File: src/rtl/rv_ctl_pkg.sv
// Shared constants, state and instruction-class types for the multicycle RISC-V controller.
// RV_CTL_ILLEGAL_EN adds the HALT state used when illegal instructions stop the core.
package rv_ctl_pkg;

  localparam logic       PC_PLUS4  = 1'b0;
  localparam logic       PC_ALU    = 1'b1;

  localparam logic [1:0] WB_MDR    = 2'd0;
  localparam logic [1:0] WB_ALUOUT = 2'd1;
  localparam logic [1:0] WB_PC     = 2'd2;

  localparam logic [1:0] IMM_J     = 2'd0;
  localparam logic [1:0] IMM_B     = 2'd1;
  localparam logic [1:0] IMM_S     = 2'd2;
  localparam logic [1:0] IMM_L     = 2'd3;

  localparam logic       ALUA_REG  = 1'b0;
  localparam logic       ALUA_PCC  = 1'b1;
  localparam logic       ALUB_REG  = 1'b0;
  localparam logic       ALUB_IMM  = 1'b1;

  localparam logic [3:0] ALU_ADD   = 4'd0;
  localparam logic [3:0] ALU_SUB   = 4'd1;
  localparam logic [3:0] ALU_SLL   = 4'd2;
  localparam logic [3:0] ALU_SLT   = 4'd3;
  localparam logic [3:0] ALU_SLTU  = 4'd4;
  localparam logic [3:0] ALU_XOR   = 4'd5;
  localparam logic [3:0] ALU_SRL   = 4'd6;
  localparam logic [3:0] ALU_SRA   = 4'd7;
  localparam logic [3:0] ALU_OR    = 4'd8;
  localparam logic [3:0] ALU_AND   = 4'd9;

  localparam logic [6:0] OP_LOAD   = 7'b0000011;
  localparam logic [6:0] OP_IMM    = 7'b0010011;
  localparam logic [6:0] OP_STORE  = 7'b0100011;
  localparam logic [6:0] OP_REG    = 7'b0110011;
  localparam logic [6:0] OP_BRANCH = 7'b1100011;
  localparam logic [6:0] OP_JALR   = 7'b1100111;
  localparam logic [6:0] OP_JAL    = 7'b1101111;

  localparam logic [2:0] F3_W      = 3'b010;

`ifdef RV_CTL_ILLEGAL_EN
  typedef enum logic [2:0] {FETCH, DECODE, EXEC, MEM, WB, HALT} state_t;
`else
  typedef enum logic [2:0] {FETCH, DECODE, EXEC, MEM, WB} state_t;
`endif

  typedef enum logic [2:0] {
    CLS_R, CLS_I, CLS_LW, CLS_SW, CLS_BR, CLS_JAL, CLS_JALR, CLS_ILL
  } cls_t;

  // alt is funct7[5]; it only changes the op for funct3 000 (SUB) and 101 (SRA)
  function automatic logic [3:0] alu_from_f3(input logic [2:0] f3, input logic alt);
    logic [3:0] op;
    case (f3)
      3'b000:  op = alt ? ALU_SUB : ALU_ADD;
      3'b001:  op = ALU_SLL;
      3'b010:  op = ALU_SLT;
      3'b011:  op = ALU_SLTU;
      3'b100:  op = ALU_XOR;
      3'b101:  op = alt ? ALU_SRA : ALU_SRL;
      3'b110:  op = ALU_OR;
      default: op = ALU_AND;
    endcase
    return op;
  endfunction

endpackage

File: src/rtl/rv_ctl_if.sv
// Control bundle between the controller (master) and the datapath (slave).
interface rv_ctl_if #(parameter int DPWIDTH = 32) ();

  logic [DPWIDTH-1:0] instr;
  logic               zero;
  logic               pcsourse;
  logic               pcwrite;
  logic               pccen;
  logic               irwrite;
  logic [1:0]         wbsel;
  logic               regwen;
  logic [1:0]         immsel;
  logic               asel;
  logic               bsel;
  logic [3:0]         alusel;
  logic               mdrwrite;
  logic               dmem_ren;
  logic               dmem_wen;
  logic               illegal;

  modport master (
    input  instr, zero,
    output pcsourse, pcwrite, pccen, irwrite, wbsel, regwen, immsel,
           asel, bsel, alusel, mdrwrite, dmem_ren, dmem_wen, illegal
  );

  modport slave (
    output instr, zero,
    input  pcsourse, pcwrite, pccen, irwrite, wbsel, regwen, immsel,
           asel, bsel, alusel, mdrwrite, dmem_ren, dmem_wen, illegal
  );

endinterface

File: src/rtl/rv_ctl_dec.sv
// Combinational instruction decoder: class, EXEC-step ALU op and immediate format, legality.
module rv_ctl_dec
  import rv_ctl_pkg::*;
#(
  parameter int DPWIDTH = 32
) (
  input  logic [DPWIDTH-1:0] instr,
  output cls_t               cls,
  output logic [3:0]         alu_op,
  output logic [1:0]         imm_op,
  output logic               legal,
  output logic               br_ne
);

  logic [6:0] opcode;
  logic [2:0] f3;
  logic       f7b5;
  logic       unused_bits;

  assign opcode      = instr[6:0];
  assign f3          = instr[14:12];
  assign f7b5        = instr[30];
  assign br_ne       = f3[0];
  assign unused_bits = ^{instr[DPWIDTH-1:31], instr[29:15], instr[11:7]};

  always_comb begin
    cls    = CLS_ILL;
    alu_op = ALU_ADD;
    imm_op = IMM_L;
    legal  = 1'b0;
    case (opcode)
      OP_REG: begin
        cls    = CLS_R;
        alu_op = alu_from_f3(f3, f7b5);
        legal  = 1'b1;
      end
      OP_IMM: begin
        cls    = CLS_I;
        alu_op = alu_from_f3(f3, 1'b0);
        // SRAI is rejected: the datapath shifts by the whole B operand, so the
        // funct7 bits inside the immediate would corrupt the shift amount
        legal  = !((f3 == 3'b101) && f7b5);
      end
      OP_LOAD: begin
        cls   = CLS_LW;
        legal = (f3 == F3_W);
      end
      OP_STORE: begin
        cls    = CLS_SW;
        imm_op = IMM_S;
        legal  = (f3 == F3_W);
      end
      OP_BRANCH: begin
        cls    = CLS_BR;
        alu_op = ALU_SUB;
        imm_op = IMM_B;
        legal  = (f3[2:1] == 2'b00);
      end
      OP_JAL: begin
        cls    = CLS_JAL;
        imm_op = IMM_J;
        legal  = 1'b1;
      end
      OP_JALR: begin
        cls   = CLS_JALR;
        legal = (f3 == 3'b000);
      end
      default: ;
    endcase
  end

endmodule

File: src/rtl/rv_ctl.sv
// Multicycle control FSM (FETCH/DECODE/EXEC/MEM/WB) driving every datapath enable and select.
// Define RV_CTL_ILLEGAL_EN to halt on illegal instructions; otherwise they retire as NOPs.
module rv_ctl
  import rv_ctl_pkg::*;
#(
  parameter int DPWIDTH = 32
) (
  input  logic      clk,
  input  logic      rst,
  rv_ctl_if.master  bus
);

  state_t     state, state_nxt;
  cls_t       cls;
  logic [3:0] alu_op;
  logic [1:0] imm_op;
  logic       legal;
  logic       br_ne;
  logic       taken;

  rv_ctl_dec #(.DPWIDTH(DPWIDTH)) u_dec (
    .instr  (bus.instr),
    .cls    (cls),
    .alu_op (alu_op),
    .imm_op (imm_op),
    .legal  (legal),
    .br_ne  (br_ne)
  );

  assign taken = br_ne ? ~bus.zero : bus.zero;

  always_ff @(posedge clk or posedge rst) begin
    if (rst) state <= FETCH;
    else     state <= state_nxt;
  end

  always_comb begin
    state_nxt    = state;
    bus.pcsourse = PC_PLUS4;
    bus.pcwrite  = 1'b0;
    bus.pccen    = 1'b0;
    bus.irwrite  = 1'b0;
    bus.wbsel    = WB_MDR;
    bus.regwen   = 1'b0;
    bus.immsel   = IMM_J;
    bus.asel     = ALUA_REG;
    bus.bsel     = ALUB_REG;
    bus.alusel   = ALU_ADD;
    bus.mdrwrite = 1'b0;
    bus.dmem_ren = 1'b0;
    bus.dmem_wen = 1'b0;
    bus.illegal  = 1'b0;

    case (state)
      FETCH: begin
        bus.irwrite = 1'b1;
        bus.pccen   = 1'b1;
        bus.pcwrite = 1'b1;
        state_nxt   = DECODE;
      end

      // Branch/JAL target is computed here and lands in aluout for EXEC
      DECODE: begin
        bus.asel   = ALUA_PCC;
        bus.bsel   = ALUB_IMM;
        bus.immsel = (cls == CLS_JAL) ? IMM_J : IMM_B;
        if (legal) begin
          state_nxt = EXEC;
        end else begin
`ifdef RV_CTL_ILLEGAL_EN
          state_nxt = HALT;
`else
          state_nxt = FETCH;
`endif
        end
      end

      EXEC: begin
        bus.alusel = alu_op;
        state_nxt  = FETCH;
        case (cls)
          CLS_R: state_nxt = WB;
          CLS_I, CLS_JALR: begin
            bus.bsel   = ALUB_IMM;
            bus.immsel = imm_op;
            state_nxt  = WB;
          end
          CLS_LW, CLS_SW: begin
            bus.bsel   = ALUB_IMM;
            bus.immsel = imm_op;
            state_nxt  = MEM;
          end
          CLS_BR: begin
            bus.pcwrite  = taken;
            bus.pcsourse = PC_ALU;
          end
          CLS_JAL: begin
            bus.alusel   = ALU_ADD;
            bus.regwen   = 1'b1;
            bus.wbsel    = WB_PC;
            bus.pcwrite  = 1'b1;
            bus.pcsourse = PC_ALU;
          end
          default: ;
        endcase
      end

      MEM: begin
        state_nxt = FETCH;
        if (cls == CLS_LW) begin
          bus.dmem_ren = 1'b1;
          bus.mdrwrite = 1'b1;
          state_nxt    = WB;
        end else if (cls == CLS_SW) begin
          bus.dmem_wen = 1'b1;
        end
      end

      // Link value is the PC before this edge, i.e. instruction address + 4
      WB: begin
        state_nxt = FETCH;
        case (cls)
          CLS_R, CLS_I: begin
            bus.regwen = 1'b1;
            bus.wbsel  = WB_ALUOUT;
          end
          CLS_LW: begin
            bus.regwen = 1'b1;
            bus.wbsel  = WB_MDR;
          end
          CLS_JALR: begin
            bus.regwen   = 1'b1;
            bus.wbsel    = WB_PC;
            bus.pcwrite  = 1'b1;
            bus.pcsourse = PC_ALU;
          end
          default: ;
        endcase
      end

`ifdef RV_CTL_ILLEGAL_EN
      HALT: begin
        bus.illegal = 1'b1;
        state_nxt   = HALT;
      end
`endif

      default: state_nxt = FETCH;
    endcase
  end

endmodule
File: src/flat_wrapper.sv
// flat-port wrapper written by rule: the top's interface ports become plain ports
module rv_ctl_flat import rv_ctl_pkg::*;
#(
  parameter int DPWIDTH = 32
)
  (clk, rst, bus_instr, bus_zero, bus_pcsourse, bus_pcwrite, bus_pccen, bus_irwrite, bus_wbsel, bus_regwen, bus_immsel, bus_asel, bus_bsel, bus_alusel, bus_mdrwrite, bus_dmem_ren, bus_dmem_wen, bus_illegal);
  rv_ctl_if #(.DPWIDTH(DPWIDTH)) bus_i ();
  input  logic clk;
  input  logic rst;
  input wire logic [$bits(bus_i.instr)-1:0] bus_instr;
  input wire logic [$bits(bus_i.zero)-1:0] bus_zero;
  output wire logic [$bits(bus_i.pcsourse)-1:0] bus_pcsourse;
  output wire logic [$bits(bus_i.pcwrite)-1:0] bus_pcwrite;
  output wire logic [$bits(bus_i.pccen)-1:0] bus_pccen;
  output wire logic [$bits(bus_i.irwrite)-1:0] bus_irwrite;
  output wire logic [$bits(bus_i.wbsel)-1:0] bus_wbsel;
  output wire logic [$bits(bus_i.regwen)-1:0] bus_regwen;
  output wire logic [$bits(bus_i.immsel)-1:0] bus_immsel;
  output wire logic [$bits(bus_i.asel)-1:0] bus_asel;
  output wire logic [$bits(bus_i.bsel)-1:0] bus_bsel;
  output wire logic [$bits(bus_i.alusel)-1:0] bus_alusel;
  output wire logic [$bits(bus_i.mdrwrite)-1:0] bus_mdrwrite;
  output wire logic [$bits(bus_i.dmem_ren)-1:0] bus_dmem_ren;
  output wire logic [$bits(bus_i.dmem_wen)-1:0] bus_dmem_wen;
  output wire logic [$bits(bus_i.illegal)-1:0] bus_illegal;
  assign bus_i.instr = bus_instr;
  assign bus_i.zero = bus_zero;
  assign bus_pcsourse = bus_i.pcsourse;
  assign bus_pcwrite = bus_i.pcwrite;
  assign bus_pccen = bus_i.pccen;
  assign bus_irwrite = bus_i.irwrite;
  assign bus_wbsel = bus_i.wbsel;
  assign bus_regwen = bus_i.regwen;
  assign bus_immsel = bus_i.immsel;
  assign bus_asel = bus_i.asel;
  assign bus_bsel = bus_i.bsel;
  assign bus_alusel = bus_i.alusel;
  assign bus_mdrwrite = bus_i.mdrwrite;
  assign bus_dmem_ren = bus_i.dmem_ren;
  assign bus_dmem_wen = bus_i.dmem_wen;
  assign bus_illegal = bus_i.illegal;
  rv_ctl #(.DPWIDTH(DPWIDTH)) u_core (.clk(clk), .rst(rst), .bus(bus_i));
endmodule
File: config.mk
export PLATFORM = sky130hd
export DESIGN_NAME = rv_ctl_flat
export DESIGN_NICKNAME = d
export VERILOG_FILES = /design/src/rtl/rv_ctl_pkg.sv /design/src/rtl/rv_ctl_if.sv /design/src/rtl/rv_ctl_dec.sv /design/src/rtl/rv_ctl.sv /design/src/flat_wrapper.sv
export SDC_FILE = /design/constraint.sdc
export NUM_CORES = 1
export LEC_CHECK = 0
export ABC_AREA = 1
export BUFFER_PORTS_ARGS = -buffer_cell sky130_fd_sc_hd__clkbuf_2
export CAP_MARGIN = 10
export CORE_UTILIZATION = 34
export DETAILED_ROUTE_END_ITERATION = 10
export MAX_ROUTING_LAYER = met4
export PLACE_DENSITY = 0.75
export SLEW_MARGIN = 10
export SYNTH_ARGS = -nofsm -noshare
export SYNTH_HDL_FRONTEND = slang
export SYNTH_SLANG_ARGS = --single-unit
File: constraint.sdc
create_clock -name clk -period 1.2 [get_ports clk]
set_input_delay 0.18 -clock clk [delete_from_list [all_inputs] [get_ports clk]]
set_output_delay 0.18 -clock clk [all_outputs]
set_load 0.05 [all_outputs]
==> impl_metrics.yaml <==
critical_path:
  max_stage_delay_ns: 0.43
  r2r_cells: 6
  start_kind: "flop"
  r2r_start: "u_core.state[0]"
  worstPathArrival_ns: 1.64
  crit_path_end_kind: "primary output"
  r2r-end: "u_core.state[1]"
  cp_max_fo: 6
  slowest_stage: "dfrtp_2"
  path_cells: "nor3_4, buf_4, buf_8, nand2_4, o21ai_4, buf_8"
  cp_common_cell: "buf_8"
  cp-startpoint: "u_core.state[2]"
  crit_type: "reg -> out"
  endpoint: "bus_wbsel[1]"
  worstPathRequired_ns: 1.02
  reg2reg_setup_slack_ns: -0.11
synth:
  synth_top_cell_by_area: "nand2_1"
  synth_seq_cells: 3
  syn_nets: 159
  yosysUniqueCellTypes: 22
  synth_area_leaders: "nand2_1 (22%), inv_1 (14%), dfrtp_1 (12%)"
  syn_inst: 124
  syn_area_sq_um: 651
  yosys_warnings: 0
  avgSynthCellArea_sq_um: 5.25
  yosysSeqAreaShare_pct: 11.5
  synthDominantCellAreaShare_pct: 21.9
finish:
  largest_reg_flops: 3
  top_register: "u_core.state"
  nets: 229
  layout-drive-gt1-share_pct: 61.1
  antennaDiodeCount: 0
  nFillCells: 86
  layout_common_cells: "buf_4 (32), nand2_1 (26), inv_1 (17)"
  top_regs: "u_core.state: 3 flops"
  area_growth_pct: 142
  layout_commonest_cell: "buf_4"
sta:
  rsz0062_at_grt: "true"
  fin_crit_ns: 1.82
  final_hold_viol_count: 0
  period_share_pct: 151
  fin_worst_skew_ns: 0.0201
  setup_ws_ns: -0.618
  slew_violations: 0
  setup-violations-final: 21
  max_freq_mhz: 550
cts:
  cts_tree: "built"
  clockBufferDepth: 2
  cts_buffers: 3
  cts-root-buf: "clkbuf_4"
  cts_sinks: 3
  clkTransAtPathRegs_ns: 0.06
  cts_max_level: 1
  clk_latency_ns: 0.27
global_routing:
  grt_max_degree: 7
  overflow: 0
  grt_pass1_wl_mm: 4.49
  grt_antenna_before_repair: 0
  grt_pass1_vias: 1011
  grt_usage_pct: 31.0
route:
  vias: 1123
  ant_nets: 0
  drc: 0
  totalWireLength_mm: 3.53
  drt_iter0_drc: 61
  dr.pass1.iters: 4
  drt-vias-per-instance: 5.15
  post_drt_wl_per_cell_um: 16.2
floorplanning:
  row_count: 15
  die_h_um: 45.7
  design.die.area_sq_um: 2090
  initial_utilization_pct: 36.9
  io_pins: 54
  die_w_um: 45.7
  core-area_sq_um: 1760
job:
  maxCapViolCount: 0
placement:
  hpwlAfterDp_mm: 1.75
  gp_congestion: 0.875
  dp_slack_ns: -0.399
  place.port_buffers: 31
status:
  status: "complete, but fails checks"
  violations: "setup timing"
pwr:
  p_clk_share_pct: 16.7
  leakage_nw: 0.843
  peakVddDrop_v: 0.000985
  p_int_w: 0.000631
  power_frac_seq_pct: 10.1
  swShare_pct: 51.2
  powerDensity_nw_per_um2: 822
  switchingPower_w: 0.000661
  combPwrFrac_pct: 73.2
  total_power_w: 0.00129
worst_hold_path:
  min_path_type: "in -> async"
-- Yosys cell counts, drive strengths merged --
master	number
nand2	41
nor4	1
nand3	10
nand4	1
a21oi	2
o211ai	1
conb	1
nor3	4
nor2	20
o21ai	9
xnor2	1
clkinv	1
buf	3
dfrtp	3
inv	26
-- critical path: cells and delay by family (launching register included) --
family / cells / cell delay (ns)
flip-flops: 1 / 0.43
buffers and inverters: 3 / 0.43
AND/OR/NAND/NOR: 2 / 0.31
AO/OA/AOI/OAI: 1 / 0.17
-- metal layers --
layer / routed length (um) / share of wire [%] / track usage [%] / vias up
li1: - / - / - / 515
met1: 1300 / 37 / 38.0 / 508
met2: 1840 / 52 / 54.0 / 83
met3: 274 / 7.8 / 5.56 / 17
met4: 107 / 3.0 / 4.12 / 0
met5: 0 / 0 / - / -
-- timing repair --
action                                  CTS  global route
hold buffers                              1             0
buffers inserted                          0             4
endpoints found under the hold margin     3             0
endpoints found under the setup margin   18            21
pin swaps                                 5             8
gates resized for setup                  41            32
-- power by group through the flow --
stage,combinational [W],clock (W),sequential [W]
3_5_place_dp,0.000659,0,0.000127
4_1_cts,0.000801,0.000189,0.000126
3_3_place_gp,0.000647,0,0.000125
6_report,0.000946,0.000216,0.000130
5_1_grt,0.000981,0.000229,0.000130
2_1_floorplan,0.000484,0,0.000129
-- cells by family after synthesis --
family / after synthesis / synth area share [%]
simple gates: 77 / 56.5
flops: 3 / 11.5
compound gates: 12 / 10.8
other cells: 1 / 0.576
buf+inv: 30 / 19.2
xor+xnor: 1 / 1.35
-- metrics by stage --
stage | area (sq um) | cells | util (%) | hold slack [ns] | setup TNS (ns)
floorplan | 797 | 124 | - | -0.0664 | -3.38
global placement | 1230 | 209 | 70.0 | 0.0223 | -5.17
detailed placement | 1230 | 209 | 70.0 | 0.0353 | -5.81
CTS | 1460 | 214 | 82.5 | 0.337 | -7.96
global route | 1570 | 218 | 89.1 | 0.336 | -10.19
finish | 1570 | 218 | 89.1 | 0.326 | -9.47
-- worst min-delay path by stage --
stage,startpoint,endpoint,slack (ns),cells past startpoint
detailed placement,rst,u_core.state[1],0.04,2
floorplan,rst,u_core.state[0],-0.07,1
CTS,rst,u_core.state[1],0.34,3
global route,rst,u_core.state[0],0.34,3
finish,rst,u_core.state[0],0.33,3
global placement,rst,u_core.state[0],0.02,2
-- area by class of cell --
type,count,area [sq um],area share (%)
clock buffers,4,26.3,1.67
repair buffers,68,669,42.6
multi-input cells,91,656,41.7
inverters,27,113,7.17
flip-flops and latches,3,76.3,4.86
well taps,25,31.3,1.99
No activity file was read; power rests on OpenSTA's default activity.
